==> src/rtl/gpu_pkg.sv <==
// gpu_pkg: shared framebuffer geometry and the draw sequencer state encoding.
//   FB_COLS / FB_ROWS : framebuffer size in pixels / rows (one RAM word per row)
//   ROW_W / COL_W     : index widths derived from the geometry
//   SPR_W             : sprite row width in pixels (one memory byte)
//   state_t           : draw_ctrl FSM states
package gpu_pkg;

  localparam int FB_COLS = 64;
  localparam int FB_ROWS = 32;
  localparam int ROW_W   = $clog2(FB_ROWS);
  localparam int COL_W   = $clog2(FB_COLS);
  localparam int SPR_W   = 8;

  typedef enum logic [2:0] {
    IDLE,
    CLR,
    RD,
    WR,
    DONE
  } state_t;

endpackage

==> src/rtl/draw_row_shifter.sv <==
// draw_row_shifter: places one sprite byte MSB-first at column col of a row.
// Column c maps to row bit (FB_COLS-1-c); pixels past the right edge fall off
// the bottom of the shift, so the mask is clipped, never wrapped.
//   sbyte : sprite row bits, bit 7 is the leftmost pixel
//   col   : start column (already reduced mod FB_COLS)
//   mask  : FB_COLS-wide clipped mask
module draw_row_shifter
  import gpu_pkg::*;
(
  input  logic [SPR_W-1:0]   sbyte,
  input  logic [COL_W-1:0]   col,
  output logic [FB_COLS-1:0] mask
);

  logic [FB_COLS-1:0] at_col0;

  // Byte parked at columns 0..7, then slid right by col.
  assign at_col0 = {sbyte, {(FB_COLS-SPR_W){1'b0}}};
  assign mask    = at_col0 >> col;

endmodule

==> src/rtl/draw_ctrl.sv <==
// draw_ctrl: CLS / DXYN sequencer for the 64x32 monochrome framebuffer.
// Fetches sprite bytes, does read-XOR-write per framebuffer row and reports
// the collision flag for VF. Sole writer of the framebuffer row RAM.
//   clk, rst              : clock, synchronous active-high reset
//   cmd_clear, cmd_draw   : command strobes, sampled only in IDLE (clear wins)
//   x, y, n, i_addr       : DXYN operands (x mod 64, y mod 32, n rows, I)
//   busy, done, vf        : in-progress flag, completion pulse, {7'b0,collision}
//   mem_rd/mem_addr/mem_data : sprite byte port, 1-cycle read latency
//   fb_rd/fb_addr/fb_rdata   : framebuffer row read, 1-cycle read latency
//   fb_we/fb_wdata           : framebuffer row write (shares fb_addr)
module draw_ctrl
  import gpu_pkg::*;
#(
  parameter int ADDR_W = 12
) (
  input  logic               clk,
  input  logic               rst,
  input  logic               cmd_clear,
  input  logic               cmd_draw,
  input  logic [7:0]         x,
  input  logic [7:0]         y,
  input  logic [3:0]         n,
  input  logic [ADDR_W-1:0]  i_addr,
  output logic               busy,
  output logic               done,
  output logic [7:0]         vf,
  output logic               mem_rd,
  output logic [ADDR_W-1:0]  mem_addr,
  input  logic [SPR_W-1:0]   mem_data,
  output logic               fb_rd,
  output logic [ROW_W-1:0]   fb_addr,
  input  logic [FB_COLS-1:0] fb_rdata,
  output logic               fb_we,
  output logic [FB_COLS-1:0] fb_wdata
);

  state_t             state;
  logic [COL_W-1:0]   x_q;
  logic [ROW_W-1:0]   y_q;
  logic [3:0]         n_q;
  logic [ADDR_W-1:0]  i_q;
  logic [ROW_W-1:0]   row_q;    // sprite row r, or clear row index
  logic               row_vis;  // current sprite row lands inside the framebuffer
  logic               coll;

  logic [ROW_W-1:0]   row_nxt;
  logic [ROW_W:0]     yr_sum;
  logic [FB_COLS-1:0] mask;
  logic               hit;
  logic               unused_ok;

  // Only the low bits of x/y matter: the operands are taken modulo the size.
  assign unused_ok = ^{x[7:COL_W], y[7:ROW_W]};

  draw_row_shifter u_shift (
    .sbyte (mem_data),
    .col   (x_q),
    .mask  (mask)
  );

  assign row_nxt = row_q + ROW_W'(1);
  // Carry out of y+r means the row is below the bottom edge: clip it.
  assign yr_sum  = {1'b0, y_q} + {1'b0, row_nxt};
  assign hit     = row_vis & (|(fb_rdata & mask));

  // Write data depends on RAM read data arriving in WR, so it is the one
  // output not registered; it never depends on the command inputs.
  assign fb_wdata = (state == WR) ? (fb_rdata ^ mask) : '0;

  always_ff @(posedge clk) begin
    if (rst) begin
      state    <= IDLE;
      busy     <= 1'b0;
      done     <= 1'b0;
      vf       <= 8'h00;
      mem_rd   <= 1'b0;
      mem_addr <= '0;
      fb_rd    <= 1'b0;
      fb_we    <= 1'b0;
      fb_addr  <= '0;
      x_q      <= '0;
      y_q      <= '0;
      n_q      <= '0;
      i_q      <= '0;
      row_q    <= '0;
      row_vis  <= 1'b0;
      coll     <= 1'b0;
    end else begin
      done   <= 1'b0;
      mem_rd <= 1'b0;
      fb_rd  <= 1'b0;
      fb_we  <= 1'b0;
      case (state)
        IDLE: begin
          if (cmd_clear) begin
            state   <= CLR;
            busy    <= 1'b1;
            row_q   <= '0;
            fb_addr <= '0;
            fb_we   <= 1'b1;
          end else if (cmd_draw) begin
            busy  <= 1'b1;
            x_q   <= x[COL_W-1:0];
            y_q   <= y[ROW_W-1:0];
            n_q   <= n;
            i_q   <= i_addr;
            row_q <= '0;
            coll  <= 1'b0;
            if (n == 4'd0) begin
              state <= DONE;
              done  <= 1'b1;
              vf    <= 8'h00;
            end else begin
              // First row is always on screen since y is already mod rows.
              state    <= RD;
              mem_rd   <= 1'b1;
              mem_addr <= i_addr;
              fb_rd    <= 1'b1;
              fb_addr  <= y[ROW_W-1:0];
              row_vis  <= 1'b1;
            end
          end
        end

        CLR: begin
          if (row_q == ROW_W'(FB_ROWS-1)) begin
            state <= DONE;
            done  <= 1'b1;
          end else begin
            row_q   <= row_nxt;
            fb_addr <= row_nxt;
            fb_we   <= 1'b1;
          end
        end

        RD: begin
          // fb_addr stays put so WR writes back the row just read.
          state <= WR;
          fb_we <= row_vis;
        end

        WR: begin
          coll  <= coll | hit;
          row_q <= row_nxt;
          if (row_nxt == ROW_W'(n_q)) begin
            state <= DONE;
            done  <= 1'b1;
            vf    <= {7'b0, coll | hit};
          end else begin
            state    <= RD;
            mem_rd   <= 1'b1;
            mem_addr <= i_q + ADDR_W'(row_nxt);
            fb_rd    <= 1'b1;
            fb_addr  <= yr_sum[ROW_W-1:0];
            row_vis  <= ~yr_sum[ROW_W];
          end
        end

        DONE: begin
          state <= IDLE;
          busy  <= 1'b0;
        end

        default: begin
          state <= IDLE;
          busy  <= 1'b0;
        end
      endcase
    end
  end

endmodule
==> config.mk <==
export PLATFORM = sky130hd
export DESIGN_NAME = draw_ctrl
export DESIGN_NICKNAME = d
export VERILOG_FILES = /design/src/rtl/gpu_pkg.sv /design/src/rtl/draw_row_shifter.sv /design/src/rtl/draw_ctrl.sv
export SDC_FILE = /design/constraint.sdc
export NUM_CORES = 1
export LEC_CHECK = 0
export CORE_ASPECT_RATIO = 0.8
export CORE_MARGIN = 5
export CORE_UTILIZATION = 49
export DETAILED_ROUTE_END_ITERATION = 16
export GPL_TIMING_DRIVEN = 0
export PLACE_DENSITY = 0.92
export RECOVER_POWER = 50
export SLEW_MARGIN = 20
export SYNTH_ARGS = -nofsm -noshare
export SYNTH_HDL_FRONTEND = slang
export SYNTH_SLANG_ARGS = --single-unit
==> constraint.sdc <==
create_clock -name clk -period 6.41 [get_ports clk]
set_input_delay 1.6025 -clock clk [delete_from_list [all_inputs] [get_ports clk]]
set_output_delay 1.6025 -clock clk [all_outputs]
set_load 0.01 [all_outputs]
==> results by group, run 1 <==
Outcome
  – Status: completed

Power
  – Final Power: 1.50 mW
  – Switching power: 504 uW
  – Clock power frac: 0.357
  – Power Dens Cells: 194 mW/mm2
  – Leakage power: 3.41 nW
  – Peak VDD IR: 0.000138 V
  – Sw Share: 0.337
  – Gate power share: 0.360
  – Sequential power share: 0.282
  – Internal Power: 993 uW

Final layout
  – Register area: 0.00118 mm2
  – Area grow syn2layout: 44.7%
  – Fin nets: 1101
  – Filler cell count in the final layout: 849
  – Ant diodes: 0
  – Final instance area: 0.00772 mm2
  – Layout cells sized above 1: 0.0391
  – Multi-input gate area: 0.00387 mm2

Logic synthesis
  – Distinct cells, synth: 59
  – Top-count cell post-synth: nor2_1
  – Synthesized flop and latch total: 59
  – Top FF cell, synth: dfxtp_1
  – Mapped Cells: 711
  – Synthesis Warnings: 0
  – Mean area per synthesized cell: 7.51 um2
  – Post-Synthesis Cell Area: 0.00534 mm2
  – Post-synth ARST share: 0
  – Largest cells by area after synthesis: dfxtp_1 (22%), ha_1 (18%), and3_1 (7.7%), nor2_1 (6.5%), nand2_1 (6.4%)
  – Register area share after synthesis: 0.221
  – Top post-synthesis cells by count: nor2_1 (92), nand2_1 (91), ha_1 (76)
  – Synth top area share: 0.221
  – EDFF count, synth: 0
  – Largest area contributor in the netlist: dfxtp_1

Routing
  – Total detailed-routing wirelength: 21.3 mm
  – Post-DR vias/cell: 5.92
  – Iteration-0 DRC Markers: 717
  – Drc violations: 0
  – DRT Pass-1 Iters: 6
  – Antenna Nets Post-Route: 0
  – Via count: 6296
  – Average wire per cell in the routed design: 20.0 um

Clocking
  – TritonCTS clock tree: yes
  – CTS Buffer Depth: 2
  – Clock Sinks: 59
  – CTS HTree Levels: 3
  – Cts bufs inserted: 9
  – Reg clk slew, reported paths: 50 ps
  – Setup repair bufs after CTS: 0
  – Skew-Pair Late Insertion Delay: 330 ps
  – Clock root cell: clkbuf_16

Timing
  – Hold Slack: 451 ps
  – Fin crit share: 0.973
  – Fin crit period: 6230 ps
  – Max_slew headroom: 0.394
  – Worst-margin pin slew: 901 ps
  – Worst Clk Skew: 7.13 ps
  – Max-slew violations: 0
  – Fin. Hold Viols: 0
  – Final setup viols: 0
  – Unrepaired setup endpoints after global routing: no
  – Achievable frequency: 160 MHz
  – Setup TNS: 0 ps

Floorplanning
  – IO Pins: 202
  – Starting Density: 0.496
  – Rows: 34
  – Core Area: 0.0108 mm2
  – Total Die Area: 0.0131 mm2
  – Die width: 127 um
  – Die span in y: 103 um

Run
  – Max_cap viols: 0

Worst setup path
  – Crit path kind: primary input to output pin
  – WP buf/inv: 2
  – Worst Path Required: 4810 ps
  – Crit path largest cell delay: 540 ps
  – Crit-path slowest cell: clkdlybuf4s50_1
  – CP startpoint kind: primary input
  – Ordered list of cells on the worst path: clkdlybuf4s50_1, mux2_2, a22o_1, mux2i_1, nor2_1, a21oi_1, nor2_1, ha_1, and3_1, clkdlybuf4s50_1
  – Crit path max fanout: 4
  – CP endpoint kind: output pin
  – Worst EP arrival: 4630 ps
  – Top delay family on crit path: buffers and inverters

Min path
  – Min-delay worst type: flip-flop to flip-flop

Global route
  – Gr ovfl total: 0
  – Antenna violations before repair: 0
  – Largest net degree at the start of global routing: 11
  – First-pass GRT wire length: 31.6 mm
  – GRT Util Overall: 0.308
  – Vias in the first global route: 5860

Placement
  – # port buffers: 187
  – Post-Place Cell Area: 0.00741 mm2
  – GPL Wtd Cong: 1.01
  – Detail Placement HPWL: 16.6 mm
==> worst register-to-register path: stages, from the launching register on <==
cell and delay (ps):
dfxtp_1 300, clkbuf_1 330, buf_2 310, mux2i_1 220, mux2i_1 140, a21oi_1 340
a2bb2oi_1 670, nor2_1 90, ha_1 210, nor4_1 680, nand4_1 190, o41ai_1 370
nand2b_1 140, nand3_1 100, a21oi_1 70
==> registers in the layout, indices dropped and copies added (netlist names) <==
register / count
i_q: 12
mem_addr: 12
x_q: 6
fb_addr: 5
row_q: 5
y_q: 5
n_q: 4
state: 3
busy: 1
coll: 1
done: 1
fb_rd: 1
fb_we: 1
row_vis: 1
vf: 1
==> final timing paths <==
check	slack, ps	to	cells after the start	start
max	180	fb_wdata[23]	10	mem_data[0]
min	450	mem_addr[11]	2	mem_addr[11]
max reg2reg	2090	vf[0]	14	x_q[1]
min reg2reg	450	mem_addr[11]	2	mem_addr[11]
==> layout by cell type, fill, tap and decap left out, types with 23 or more instances in the layout <==
| master | instances |
|---|---|
| dfxtp_1 | 59 |
| dlygate4sd3_1 | 25 |
| nand2_1 | 91 |
| a21oi_1 | 53 |
| and3_1 | 66 |
| ha_1 | 76 |
| nor2_1 | 92 |
| clkdlybuf4s50_1 | 162 |
| o21ai_0 | 23 |
| clkbuf_1 | 48 |
==> kinds of logic (layout without fill, tap and decap cells) <==
kind of cell,Yosys count,after routing,synth area share
fa+ha+maj,78,78,0.186
simple gates,332,332,0.303
xor+xnor,14,14,0.0272
compound gates,138,138,0.165
buf+inv,70,273,0.0586
flops,59,59,0.221
other cells,1,7,0.000702
mux,19,19,0.0384
==> power groups by stage <==
stage / Sequential (mW) / Combinational [mW] / Clock [mW]
final: 0.423 / 0.539 / 0.535
after global routing: 0.426 / 0.582 / 0.549
after CTS: 0.423 / 0.538 / 0.533
after detailed placement: 0.430 / 0.530 / 0
after global placement: 0.428 / 0.522 / 0
after floorplan: 0.433 / 0.280 / 0
==> final cells by class <==
type | count | area share
flip-flops and latches | 59 | 0.153
clock inverters | 4 | 0.00940
repair buffers | 187 | 0.242
well taps | 144 | 0.0233
clock buffers | 12 | 0.0332
plain buffers | 59 | 0.0327
multi-input cells | 588 | 0.501
inverters | 11 | 0.00535
==> repair_timing <==
action                                  in CTS  in global routing
endpoints found under the setup margin       0                  1
resized for setup                            0                  1
hold buffers                                 0                  0
==> routing by layer <==
| metal | track usage | part of all wire | routed length [um] |
|---|---|---|---|
| met1 | 0.419 | 0.42 | 8970 |
| met2 | 0.474 | 0.43 | 9240 |
| met3 | 0.116 | 0.12 | 2660 |
| met4 | 0.0552 | 0.020 | 416 |
| met5 | 0 | 0 | 0 |
==> per-stage QoR <==
| stage | cells | setup slack [ps] | utilization |
|---|---|---|---|
| after CTS | 1064 | 248 | 0.719 |
| after detailed placement | 1048 | 268 | 0.689 |
| after global routing | 1064 | 90.5 | 0.718 |
| final | 1064 | 175 | 0.718 |
| after global placement | 1048 | 273 | 0.689 |
| after floorplan | 717 | 1700 | - |
Power figures use the tool's default switching activity.
==> inputs of run 2 (changes only) <==
SETUP_SLACK_MARGIN = 0.5   (was not set)
==> run 2 against run 1 <==
Net effect: clock skew fell by 0.58 ps; fmax increased by 4.6%; combinational power rose by 3%; final cell count is 0.66% higher.
==> results by group, run 2 (synthesis gave the netlist of run 1 again) <==
Clocking
  – CTS Buffer Depth: 2 (unchanged)
  – TritonCTS clock tree: yes
  – Clock Sinks: 59 (unchanged)
  – Clock root cell: clkbuf_16
  – Cts bufs inserted: 9 (unchanged)
  – Skew-Pair Late Insertion Delay: 330 ps (about the same)
  – Reg clk slew, reported paths: 50 ps (about the same)
  – CTS HTree Levels: 3 (unchanged)

Final layout
  – Filler cell count in the final layout: 821 (-3.3%)
  – Commonest non-fill, non-tap cells in the layout: clkdlybuf4s50_1 (151), nor2_1 (92), nand2_1 (91)
  – Layout cells sized above 1: 0.0636 (+0.0245)
  – Multi-input gate area: 0.00394 mm2 (+1.8%)
  – Register area: 0.00118 mm2 (unchanged)
  – Commonest non-fill, non-tap cell in the layout: clkdlybuf4s50_1
  – Ant diodes: 0 (unchanged)
  – Final core occ: 0.732 (+0.0141)
  – Area grow syn2layout: 47.5%
  – Fin nets: 1108 (+0.64%)
  – Largest registers: i_q: 12 flops, mem_addr: 12 flops, x_q: 6 flops

Timing
  – Worst Clk Skew: 6.55 ps (-0.577 ps)
  – Worst-margin pin slew: 884 ps (-16.3 ps)
  – Max_slew headroom: 0.405 (+0.0110)
  – Fin crit share: 0.930 (-0.0425)
  – Final setup viols: 0 (unchanged)
  – Max-slew violations: 0 (unchanged)
  – Setup TNS: 0 ps (unchanged)
  – Achievable frequency: 168 MHz (+4.6%)
  – Fin crit period: 5960 ps (-272 ps)
  – Unrepaired setup endpoints after global routing: yes
  – Fin. Hold Viols: 0 (unchanged)

Power
  – Gate power share: 0.367 (+0.007)
  – Leakage power: 3.66 nW (+7.3%)
  – Internal Power: 1000 uW (+0.68%)
  – Sw Share: 0.338 (+0.00130)
  – Power Dens Cells: 192 mW/mm2 (-1.1%)
  – Sequential power share: 0.280 (-0.002)
  – Peak VDD IR: 0.000138 V (about the same)
  – Switching power: 511 uW (+1.3%)
  – Clock power frac: 0.353 (-0.004)

Worst setup path
  – Reg2Reg Depth: 16 (+2)
  – Worst reg2reg setup slack: 2280 ps (+190 ps)
  – Worst EP arrival: 4360 ps (-270 ps)
  – R2R Path Start: x_q[1]
  – CP startpoint kind: primary input
  – Worst Path Required: 4810 ps (about the same)
  – Reg-to-Reg End: vf[0]
  – Crit path kind: primary input to output pin
  – CP endpoint kind: output pin
  – Crit path max fanout: 4 (unchanged)

Floorplanning
  – Starting Density: 0.496 (unchanged)
  – Total Die Area: 0.0131 mm2 (unchanged)
  – IO Pins: 202 (unchanged)
  – Die span in y: 103 um (unchanged)
  – Core Area: 0.0108 mm2 (unchanged)
  – Rows: 34 (unchanged)
  – Die width: 127 um (unchanged)

Global route
  – Vias in the first global route: 5883 (+0.39%)
  – First-pass GRT wire length: 32.0 mm (+1.1%)
  – Antenna violations before repair: 0 (unchanged)
  – GRT Util Overall: 0.311 (+0.00319)
  – Largest net degree at the start of global routing: 11 (unchanged)
  – Gr ovfl total: 0 (unchanged)

Placement
  – GPL Wtd Cong: 1.01 (unchanged)
  – # port buffers: 187 (unchanged)
  – Detail Placement HPWL: 16.6 mm (unchanged)

Outcome
  – Status: completed

Routing
  – Drc violations: 0 (unchanged)
  – Iteration-0 DRC Markers: 713 (-0.56%)
  – DRT Pass-1 Iters: 5 (-1)
  – Total detailed-routing wirelength: 21.7 mm (+1.8%)
  – Antenna Nets Post-Route: 0 (unchanged)
  – Post-DR vias/cell: 5.98 (+1.1%)
  – Via count: 6405 (+1.7%)
  – Average wire per cell in the routed design: 20.2 um (+1.2%)

Run
  – Max_cap viols: 0 (unchanged)

Min path
  – Hold wc startpoint: mem_addr[11]
  – Worst Hold Path Cells: 2 (unchanged)
  – Min-delay worst type: flip-flop to flip-flop
  – Hold Path End: mem_addr[11]
## run 2: worst max-delay path by stage
stage	from	to	slack (ps)	cells after the start
2_1_floorplan	mem_data[2]	fb_wdata[23]	1700	8
3_5_place_dp	mem_data[0]	fb_wdata[4]	270	9
5_1_grt	mem_data[4]	fb_wdata[53]	340	10
3_3_place_gp	mem_data[6]	fb_wdata[23]	270	9
4_1_cts	mem_data[4]	fb_wdata[53]	490	10
6_report	mem_data[4]	fb_wdata[53]	450	10
## run 2: layout make-up
type                       count  area share
sequential                    59       0.150
inverter                      11     0.00524
buffer                        59      0.0321
timing repair buffer         194       0.248
clock buffer                  12      0.0326
clock inverter                 4     0.00922
tap                          144      0.0229
multi-input combinational    588       0.500
## run 2: what timing repair did
action                                  in CTS  in global routing
endpoints found under the setup margin      36                 46
pin swaps                                    0                  4
setup buffers                                2                  5
hold buffers                                 0                  0
gates resized for setup                     10                 19
## run 2: metrics by stage
step	power [mW]	instances	hold slack (ps)	cell area, um2	setup WS [ps]
floorplan	0.713	717	437	5360	1700
finish	1.51	1071	450	7880	448
CTS	1.50	1066	457	7800	491
global route	1.57	1071	475	7880	340
global placement	0.950	1048	440	7410	273
detailed placement	0.960	1048	450	7410	268
## run 2: power by group through the flow
| stage | registers [mW] | clock network [mW] | logic (mW) |
|---|---|---|---|
| 2_1_floorplan | 0.433 | 0 | 0.280 |
| 3_3_place_gp | 0.428 | 0 | 0.522 |
| 3_5_place_dp | 0.430 | 0 | 0.530 |
| 4_1_cts | 0.423 | 0.533 | 0.544 |
| 5_1_grt | 0.426 | 0.550 | 0.596 |
| 6_report | 0.423 | 0.534 | 0.554 |
## run 2: layer usage
metal,part of all wire,track usage
met1,0.41,0.429
met4,0.019,0.0544
met5,0,0
met2,0.44,0.479
met3,0.14,0.107
## run 2: critical path, cell delays in order
cell and delay (ps):
clkdlybuf4s50_1 450, mux2i_1 230, mux2i_1 220, a21oi_2 290
nor2_1 80, a21oi_2 270, nor2_1 80, ha_1 370
and3_1 180, clkdlybuf4s50_1 580
